===== src/rtl/lsu_mem_access_if.sv =====
// Core-side request/response and data-memory bus signals of the load/store unit.
// The slave modport is the LSU's view; master is the core plus memory environment.
interface lsu_mem_access_if;
  logic        req_valid;
  logic        req_ready;
  logic        req_we;
  logic [1:0]  req_size;
  logic        req_unsigned;
  logic [31:0] req_addr;
  logic [31:0] req_wdata;

  logic        resp_valid;
  logic [31:0] resp_rdata;
  logic        resp_err;

  logic        bus_req;
  logic        bus_we;
  logic [31:0] bus_addr;
  logic [3:0]  bus_be;
  logic [31:0] bus_wdata;
  logic        bus_ack;
  logic [31:0] bus_rdata;

  modport slave (
    input  req_valid, req_we, req_size, req_unsigned, req_addr, req_wdata,
    output req_ready,
    output resp_valid, resp_rdata, resp_err,
    output bus_req, bus_we, bus_addr, bus_be, bus_wdata,
    input  bus_ack, bus_rdata
  );

  modport master (
    output req_valid, req_we, req_size, req_unsigned, req_addr, req_wdata,
    input  req_ready,
    input  resp_valid, resp_rdata, resp_err,
    input  bus_req, bus_we, bus_addr, bus_be, bus_wdata,
    output bus_ack, bus_rdata
  );
endinterface


===== src/rtl/lsu_mem_access.sv =====
// RV32I load/store unit: one access at a time over a req/ack word bus, with
// alignment checking, bus timeout, and sign/zero-extended load return.
module lsu_mem_access #(
  parameter int unsigned TIMEOUT = 255
) (
  input logic             clk,
  input logic             rst_n,
  lsu_mem_access_if.slave lsu
);

  localparam int unsigned CNT_W = (TIMEOUT > 1) ? $clog2(TIMEOUT) : 1;

  typedef enum logic [1:0] {
    IDLE = 2'd0,
    BUS  = 2'd1,
    RESP = 2'd2
  } state_t;

  state_t           state, state_d;
  logic [CNT_W-1:0] cnt, cnt_d;
  logic [1:0]       lat_size, lat_size_d;
  logic             lat_unsigned, lat_unsigned_d;
  logic [1:0]       lat_lo, lat_lo_d;

  logic             req_ready_q, req_ready_d;
  logic             resp_valid_q, resp_valid_d;
  logic             resp_err_q, resp_err_d;
  logic [31:0]      resp_rdata_q, resp_rdata_d;
  logic             bus_req_q, bus_req_d;
  logic             bus_we_q, bus_we_d;
  logic [31:0]      bus_addr_q, bus_addr_d;
  logic [3:0]       bus_be_q, bus_be_d;
  logic [31:0]      bus_wdata_q, bus_wdata_d;

  logic             req_err_c;
  logic [3:0]       be_c;
  logic [31:0]      wdata_c;
  logic [7:0]       rd_byte;
  logic [15:0]      rd_half;
  logic [31:0]      load_c;

  // Alignment / size legality of the presented request
  always_comb begin
    req_err_c = 1'b0;
    case (lsu.req_size)
      2'b00:   req_err_c = 1'b0;
      2'b01:   req_err_c = lsu.req_addr[0];
      2'b10:   req_err_c = |lsu.req_addr[1:0];
      default: req_err_c = 1'b1;
    endcase
  end

  // Byte-lane enables and lane-replicated store data
  always_comb begin
    be_c    = 4'b0000;
    wdata_c = 32'h0;
    case (lsu.req_size)
      2'b00: begin
        be_c    = 4'(4'b0001 << lsu.req_addr[1:0]);
        wdata_c = {4{lsu.req_wdata[7:0]}};
      end
      2'b01: begin
        be_c    = 4'(4'b0011 << {lsu.req_addr[1], 1'b0});
        wdata_c = {2{lsu.req_wdata[15:0]}};
      end
      default: begin
        be_c    = 4'b1111;
        wdata_c = lsu.req_wdata;
      end
    endcase
  end

  // Lane extraction and extension of returned read data
  assign rd_byte = lsu.bus_rdata[{lat_lo, 3'b000} +: 8];
  assign rd_half = lsu.bus_rdata[{lat_lo[1], 4'b0000} +: 16];

  always_comb begin
    load_c = lsu.bus_rdata;
    case (lat_size)
      2'b00:   load_c = lat_unsigned ? {24'h0, rd_byte} : {{24{rd_byte[7]}}, rd_byte};
      2'b01:   load_c = lat_unsigned ? {16'h0, rd_half} : {{16{rd_half[15]}}, rd_half};
      default: load_c = lsu.bus_rdata;
    endcase
  end

  // Next-state and next-output logic
  always_comb begin
    state_d        = state;
    cnt_d          = cnt;
    lat_size_d     = lat_size;
    lat_unsigned_d = lat_unsigned;
    lat_lo_d       = lat_lo;
    req_ready_d    = req_ready_q;
    resp_valid_d   = 1'b0;
    resp_err_d     = 1'b0;
    resp_rdata_d   = 32'h0;
    bus_req_d      = bus_req_q;
    bus_we_d       = bus_we_q;
    bus_addr_d     = bus_addr_q;
    bus_be_d       = bus_be_q;
    bus_wdata_d    = bus_wdata_q;

    case (state)
      IDLE: begin
        req_ready_d = 1'b1;
        if (lsu.req_valid && req_ready_q) begin
          req_ready_d    = 1'b0;
          lat_size_d     = lsu.req_size;
          lat_unsigned_d = lsu.req_unsigned;
          lat_lo_d       = lsu.req_addr[1:0];
          if (req_err_c) begin
            state_d      = RESP;
            resp_valid_d = 1'b1;
            resp_err_d   = 1'b1;
          end else begin
            state_d     = BUS;
            cnt_d       = '0;
            bus_req_d   = 1'b1;
            bus_we_d    = lsu.req_we;
            bus_addr_d  = {lsu.req_addr[31:2], 2'b00};
            bus_be_d    = be_c;
            bus_wdata_d = wdata_c;
          end
        end
      end
      BUS: begin
        // An ack on the final allowed cycle still wins over the timeout
        if (lsu.bus_ack) begin
          state_d      = RESP;
          bus_req_d    = 1'b0;
          resp_valid_d = 1'b1;
          resp_rdata_d = bus_we_q ? 32'h0 : load_c;
        end else if ((TIMEOUT != 0) && (cnt == CNT_W'(TIMEOUT - 1))) begin
          state_d      = RESP;
          bus_req_d    = 1'b0;
          resp_valid_d = 1'b1;
          resp_err_d   = 1'b1;
        end else begin
          cnt_d = cnt + CNT_W'(1);
        end
      end
      RESP: begin
        state_d     = IDLE;
        req_ready_d = 1'b1;
      end
      default: begin
        state_d     = IDLE;
        req_ready_d = 1'b0;
        bus_req_d   = 1'b0;
      end
    endcase
  end

  // State and registered outputs
  always_ff @(posedge clk) begin
    if (!rst_n) begin
      state        <= IDLE;
      cnt          <= '0;
      lat_size     <= 2'b00;
      lat_unsigned <= 1'b0;
      lat_lo       <= 2'b00;
      req_ready_q  <= 1'b0;
      resp_valid_q <= 1'b0;
      resp_err_q   <= 1'b0;
      resp_rdata_q <= 32'h0;
      bus_req_q    <= 1'b0;
      bus_we_q     <= 1'b0;
      bus_addr_q   <= 32'h0;
      bus_be_q     <= 4'b0000;
      bus_wdata_q  <= 32'h0;
    end else begin
      state        <= state_d;
      cnt          <= cnt_d;
      lat_size     <= lat_size_d;
      lat_unsigned <= lat_unsigned_d;
      lat_lo       <= lat_lo_d;
      req_ready_q  <= req_ready_d;
      resp_valid_q <= resp_valid_d;
      resp_err_q   <= resp_err_d;
      resp_rdata_q <= resp_rdata_d;
      bus_req_q    <= bus_req_d;
      bus_we_q     <= bus_we_d;
      bus_addr_q   <= bus_addr_d;
      bus_be_q     <= bus_be_d;
      bus_wdata_q  <= bus_wdata_d;
    end
  end

  assign lsu.req_ready  = req_ready_q;
  assign lsu.resp_valid = resp_valid_q;
  assign lsu.resp_err   = resp_err_q;
  assign lsu.resp_rdata = resp_rdata_q;
  assign lsu.bus_req    = bus_req_q;
  assign lsu.bus_we     = bus_we_q;
  assign lsu.bus_addr   = bus_addr_q;
  assign lsu.bus_be     = bus_be_q;
  assign lsu.bus_wdata  = bus_wdata_q;

endmodule


===== src/flat_wrapper.sv =====
// flat-port wrapper written by rule: the top's interface ports become plain ports
module lsu_mem_access_flat 
#(
  parameter int unsigned TIMEOUT = 255
)
  (clk, rst_n, lsu_req_valid, lsu_req_we, lsu_req_size, lsu_req_unsigned, lsu_req_addr, lsu_req_wdata, lsu_req_ready, lsu_resp_valid, lsu_resp_rdata, lsu_resp_err, lsu_bus_req, lsu_bus_we, lsu_bus_addr, lsu_bus_be, lsu_bus_wdata, lsu_bus_ack, lsu_bus_rdata);
  lsu_mem_access_if lsu_i ();
  input logic clk;
  input logic rst_n;
  input wire logic [$bits(lsu_i.req_valid)-1:0] lsu_req_valid;
  input wire logic [$bits(lsu_i.req_we)-1:0] lsu_req_we;
  input wire logic [$bits(lsu_i.req_size)-1:0] lsu_req_size;
  input wire logic [$bits(lsu_i.req_unsigned)-1:0] lsu_req_unsigned;
  input wire logic [$bits(lsu_i.req_addr)-1:0] lsu_req_addr;
  input wire logic [$bits(lsu_i.req_wdata)-1:0] lsu_req_wdata;
  output wire logic [$bits(lsu_i.req_ready)-1:0] lsu_req_ready;
  output wire logic [$bits(lsu_i.resp_valid)-1:0] lsu_resp_valid;
  output wire logic [$bits(lsu_i.resp_rdata)-1:0] lsu_resp_rdata;
  output wire logic [$bits(lsu_i.resp_err)-1:0] lsu_resp_err;
  output wire logic [$bits(lsu_i.bus_req)-1:0] lsu_bus_req;
  output wire logic [$bits(lsu_i.bus_we)-1:0] lsu_bus_we;
  output wire logic [$bits(lsu_i.bus_addr)-1:0] lsu_bus_addr;
  output wire logic [$bits(lsu_i.bus_be)-1:0] lsu_bus_be;
  output wire logic [$bits(lsu_i.bus_wdata)-1:0] lsu_bus_wdata;
  input wire logic [$bits(lsu_i.bus_ack)-1:0] lsu_bus_ack;
  input wire logic [$bits(lsu_i.bus_rdata)-1:0] lsu_bus_rdata;
  assign lsu_i.req_valid = lsu_req_valid;
  assign lsu_i.req_we = lsu_req_we;
  assign lsu_i.req_size = lsu_req_size;
  assign lsu_i.req_unsigned = lsu_req_unsigned;
  assign lsu_i.req_addr = lsu_req_addr;
  assign lsu_i.req_wdata = lsu_req_wdata;
  assign lsu_req_ready = lsu_i.req_ready;
  assign lsu_resp_valid = lsu_i.resp_valid;
  assign lsu_resp_rdata = lsu_i.resp_rdata;
  assign lsu_resp_err = lsu_i.resp_err;
  assign lsu_bus_req = lsu_i.bus_req;
  assign lsu_bus_we = lsu_i.bus_we;
  assign lsu_bus_addr = lsu_i.bus_addr;
  assign lsu_bus_be = lsu_i.bus_be;
  assign lsu_bus_wdata = lsu_i.bus_wdata;
  assign lsu_i.bus_ack = lsu_bus_ack;
  assign lsu_i.bus_rdata = lsu_bus_rdata;
  lsu_mem_access #(.TIMEOUT(TIMEOUT)) u_core (.clk(clk), .rst_n(rst_n), .lsu(lsu_i));
endmodule

===== config.mk =====
export PLATFORM = sky130hd
export DESIGN_NAME = lsu_mem_access_flat
export DESIGN_NICKNAME = d
export VERILOG_FILES = /design/src/rtl/lsu_mem_access_if.sv /design/src/rtl/lsu_mem_access.sv /design/src/flat_wrapper.sv
export SDC_FILE = /design/constraint.sdc
export NUM_CORES = 1
export LEC_CHECK = 0
export ABC_AREA = 1
export BUFFER_PORTS_ARGS = -buffer_cell sky130_fd_sc_hd__buf_2
export CORE_ASPECT_RATIO = 0.8
export CORE_MARGIN = 5
export CORE_UTILIZATION = 28
export CTS_CLUSTER_SIZE = 28
export DETAILED_ROUTE_END_ITERATION = 7
export PLACE_DENSITY = 0.58
export RECOVER_POWER = 50
export SLEW_MARGIN = 20
export SYNTH_ARGS = -nofsm -noshare
export SYNTH_HDL_FRONTEND = slang
export SYNTH_SLANG_ARGS = --single-unit

===== constraint.sdc =====
create_clock -name clk -period 1.93 [get_ports clk]
set_clock_uncertainty 0.2 [all_clocks]
set_input_delay 0 -clock clk [delete_from_list [all_inputs] [get_ports clk]]
set_output_delay 0 -clock clk [all_outputs]
set_load 0.02 [all_outputs]

==> flow_summary_export.csv <==
group,metric,value,unit
outcome,status,"finished, final reports clean",
sta,period_share,0.943,
worst_hold_path,hp-class,"in -> reg",
global_routing,grt_pass1_vias,5753,
setup_path,critPathArrivalTime,1.88,ns
clock_tree,cts.sinks,118,
floorplanning,die_y,131,um
drt,drc,0,
logic_synthesis,synth-seq-cells,118,
global_routing,grt_pass1_wl,29.6,mm
logic_synthesis,yosysWarnings,0,
global_routing,met1_usage,0.226,
clock_tree,cts_buffers,17,
global_routing,grt_max_degree,79,
placed_design,hpwl,12.7,mm
pwr,p_seq_frac,0.383,
pwr,clkPwrFrac,0.476,
sta,layout_min_cycle_time,1.82,ns
drt,first_pass_iters,5,
sta,finalSetupTns,0,ns
sta,slew_viol_final,0,
sta,final_hold_viol_count,0,
floorplanning,placeableCoreArea,0.0181,mm^2
pwr,p_leak,3.27,nW
clock_tree,worstSkewPairLatency,0.42,ns
pwr,p_int,4.72,mW
global_routing,antenna_found_initial,0,
setup_path,worst-path-max-fanout,10,
logic_synthesis,ys_types,29,
logic_synthesis,yosysSeqAreaShare,0.460,
logic_synthesis,synth_area_per_cell,7.07,um^2
placed_design,gp_congestion,0.888,
layout,antenna_cells,0,
layout,n_fill_cell,1834,
setup_path,cp.required,1.99,ns
floorplanning,start_util,0.284,
sta,grt_setup_unrepaired,"false",
global_routing,grt_most_used_layer,"met2",
sta,max_freq,0.549,GHz
layout,final_core_utilization,0.437,
pwr,switching_share,0.285,
clock_tree,htreeDepth,4,
global_routing,track_usage,0.172,
sta,setup_viol,0,
sta,whs,0.165,ns
pwr,vdd_drop_max,472,uV
layout,syn_to_final_growth,54.1,%
drt,ant_nets,0,
placed_design,numPortBuffers,206,
clock_tree,clk_path_buf_depth,2,
logic_synthesis,syn_inst,726,
sta,relSlewSlack,0.352,
logic_synthesis,synth_area,0.00513,mm^2
drt,dr_total_vias,5798,
pwr,p_comb_frac,0.140,
clock_tree,cts_tree,"built",
layout,layout-drive-gt1-share,0.181,
global_routing,met3_usage,0.0636,
drt,wl,18.4,mm
floorplanning,pin_count,209,
layout,nNetsFinal,1142,
drt,viasPerCell,4.53,
global_routing,use_met2,0.263,
job,max-cap-violations,0,
setup_path,critPathKind,"in -> reg",
global_routing,overflow,0,
floorplanning,dieArea,0.0212,mm^2
sta,worst_pin_slew,0.971,ns
clock_tree,root_buffer,"clkbuf_16",
drt,drt_iter0_markers,328,
setup_path,start_kind,"primary input",
pwr,p_sw,1.88,mW
floorplanning,rows,44,
setup_path,crit_path_end_kind,"register",
pwr,p_total,6.60,mW
clock_tree,clk_pin_slew,0.07,ns
drt,wire_per_inst,14.4,um
floorplanning,die_w,161,um
pwr,power_density,834,mW/mm^2
## critical path, cell delays in order
cell and delay [ns]:
dlygate4sd3_1 0.53, buf_2 0.28, inv_1 0.11, nand2_2 0.17, o211ai_1 0.10, dlygate4sd3_1 0.56, nand2_1 0.07, a21oi_1 0.06
## registers in the layout, indices dropped and copies added (netlist names)
name / cells
u_core.lsu.resp_rdata: 32
u_core.lsu.resp_valid: 1
u_core.lsu.req_ready: 1
u_core.lsu.resp_err: 1
u_core.lsu.bus_addr: 30
u_core.lat_unsigned: 1
u_core.lat_size: 2
u_core.state: 2
u_core.lsu.bus_be: 4
u_core.cnt: 8
u_core.lsu.bus_we: 1
u_core.lat_lo: 2
u_core.lsu.bus_req: 1
u_core.lsu.bus_wdata: 32
## what timing repair did
item / in CTS / in global routing
endpoints found under the setup margin: 0 / 17
setup buffers: 0 / 1
resized for setup: 0 / 8
hold endpoints to repair: 113 / 0
hold buffers: 109 / 0
## synthesized netlist by cell type (all sizes together)
cell type,instances,area share
nand2,320,0.24
dfxtp,118,0.46
a21oi,110,0.11
inv,46,0.034
buf,31,0.039
o21ai,22,0.022
nor2,19,0.016
nand3,18,0.019
o211ai,14,0.020
clkbuf,12,0.0088
o21a,7,0.010
ha,2,0.0049
a22oi,1,0.0015
conb,1,0.00073
nand3b,1,0.0015
nand4,1,0.0012
nor3,1,0.00097
nor4,1,0.0041
o21bai,1,0.0015
## final cells by class
type | count | area, um^2 | share of cell area
inverter | 46 | 173 | 0.0218
multi-input combinational | 520 | 2370 | 0.300
tap | 230 | 288 | 0.0364
timing repair buffer | 333 | 2140 | 0.270
sequential | 118 | 2360 | 0.298
clock buffer | 17 | 425 | 0.0537
clock inverter | 15 | 158 | 0.0199
## placed cells by master (no fill, tap or decap), types with 7 or more instances in the layout
| master | Yosys | final |
|---|---|---|
| nand2_1 | 308 | 306 |
| dfxtp_1 | 118 | 118 |
| nand3_1 | 17 | 17 |
| inv_2 | 6 | 7 |
| o21a_1 | 7 | 7 |
| nand2_2 | 12 | 14 |
| a21oi_1 | 100 | 100 |
| buf_2 | 20 | 103 |
| clkbuf_16 | 0 | 17 |
| o211ai_1 | 14 | 14 |
| inv_1 | 40 | 39 |
| buf_4 | 6 | 13 |
| o21ai_0 | 20 | 18 |
| clkbuf_1 | 12 | 104 |
| nor2_1 | 16 | 16 |
| dlygate4sd3_1 | 0 | 109 |
| a21oi_2 | 10 | 10 |
## power groups by stage
stage | registers [mW] | logic (mW) | clock network, mW
CTS | 2.53 | 0.938 | 3.21
finish | 2.53 | 0.927 | 3.15
floorplan | 2.64 | 0.406 | 0
global placement | 2.58 | 0.763 | 0
global route | 2.54 | 1.03 | 3.34
detailed placement | 2.58 | 0.761 | 0
## cells by family (layout without fill, tap and decap cells)
logic type | Yosys count | after routing | share of synthesized area
buffers and inverters | 89 | 411 | 0.0816
adder cells (fa/ha/maj) | 2 | 2 | 0.00487
AND/OR/NAND/NOR | 361 | 361 | 0.282
other | 1 | 2 | 0.000730
AO/OA/AOI/OAI | 155 | 155 | 0.170
flip-flops | 118 | 118 | 0.460
## per-layer routing
metal | vias to the layer above | part of all wire
met5 | - | 0
li1 | 2930 | -
met1 | 2590 | 0.45
met4 | 0 | 0.015
met2 | 257 | 0.43
met3 | 21 | 0.10
## worst paths after layout
check                                             start                  endpoint  slack, ns  depth (start not counted)
worst max-delay path                    lsu_req_size[1]  u_core.lsu.bus_wdata[27]       0.11                          8
worst min-delay path                   lsu_req_addr[16]   u_core.lsu.bus_addr[16]       0.17                          4
worst max register to register          u_core.state[1]       u_core.lat_unsigned       0.13                          7
worst min register to register  u_core.lsu.bus_wdata[5]   u_core.lsu.bus_wdata[5]       0.26                          2
## per-stage QoR
step	cells	area [um^2]	worst slack [ns]
2_1_floorplan	727	5140	0.290
4_1_cts	1278	8040	0.0135
3_5_place_dp	1137	6360	0.0929
5_1_grt	1279	7920	0.0197
3_3_place_gp	1137	6360	0.105
6_report	1279	7920	0.109
Power figures use the tool's default switching activity.
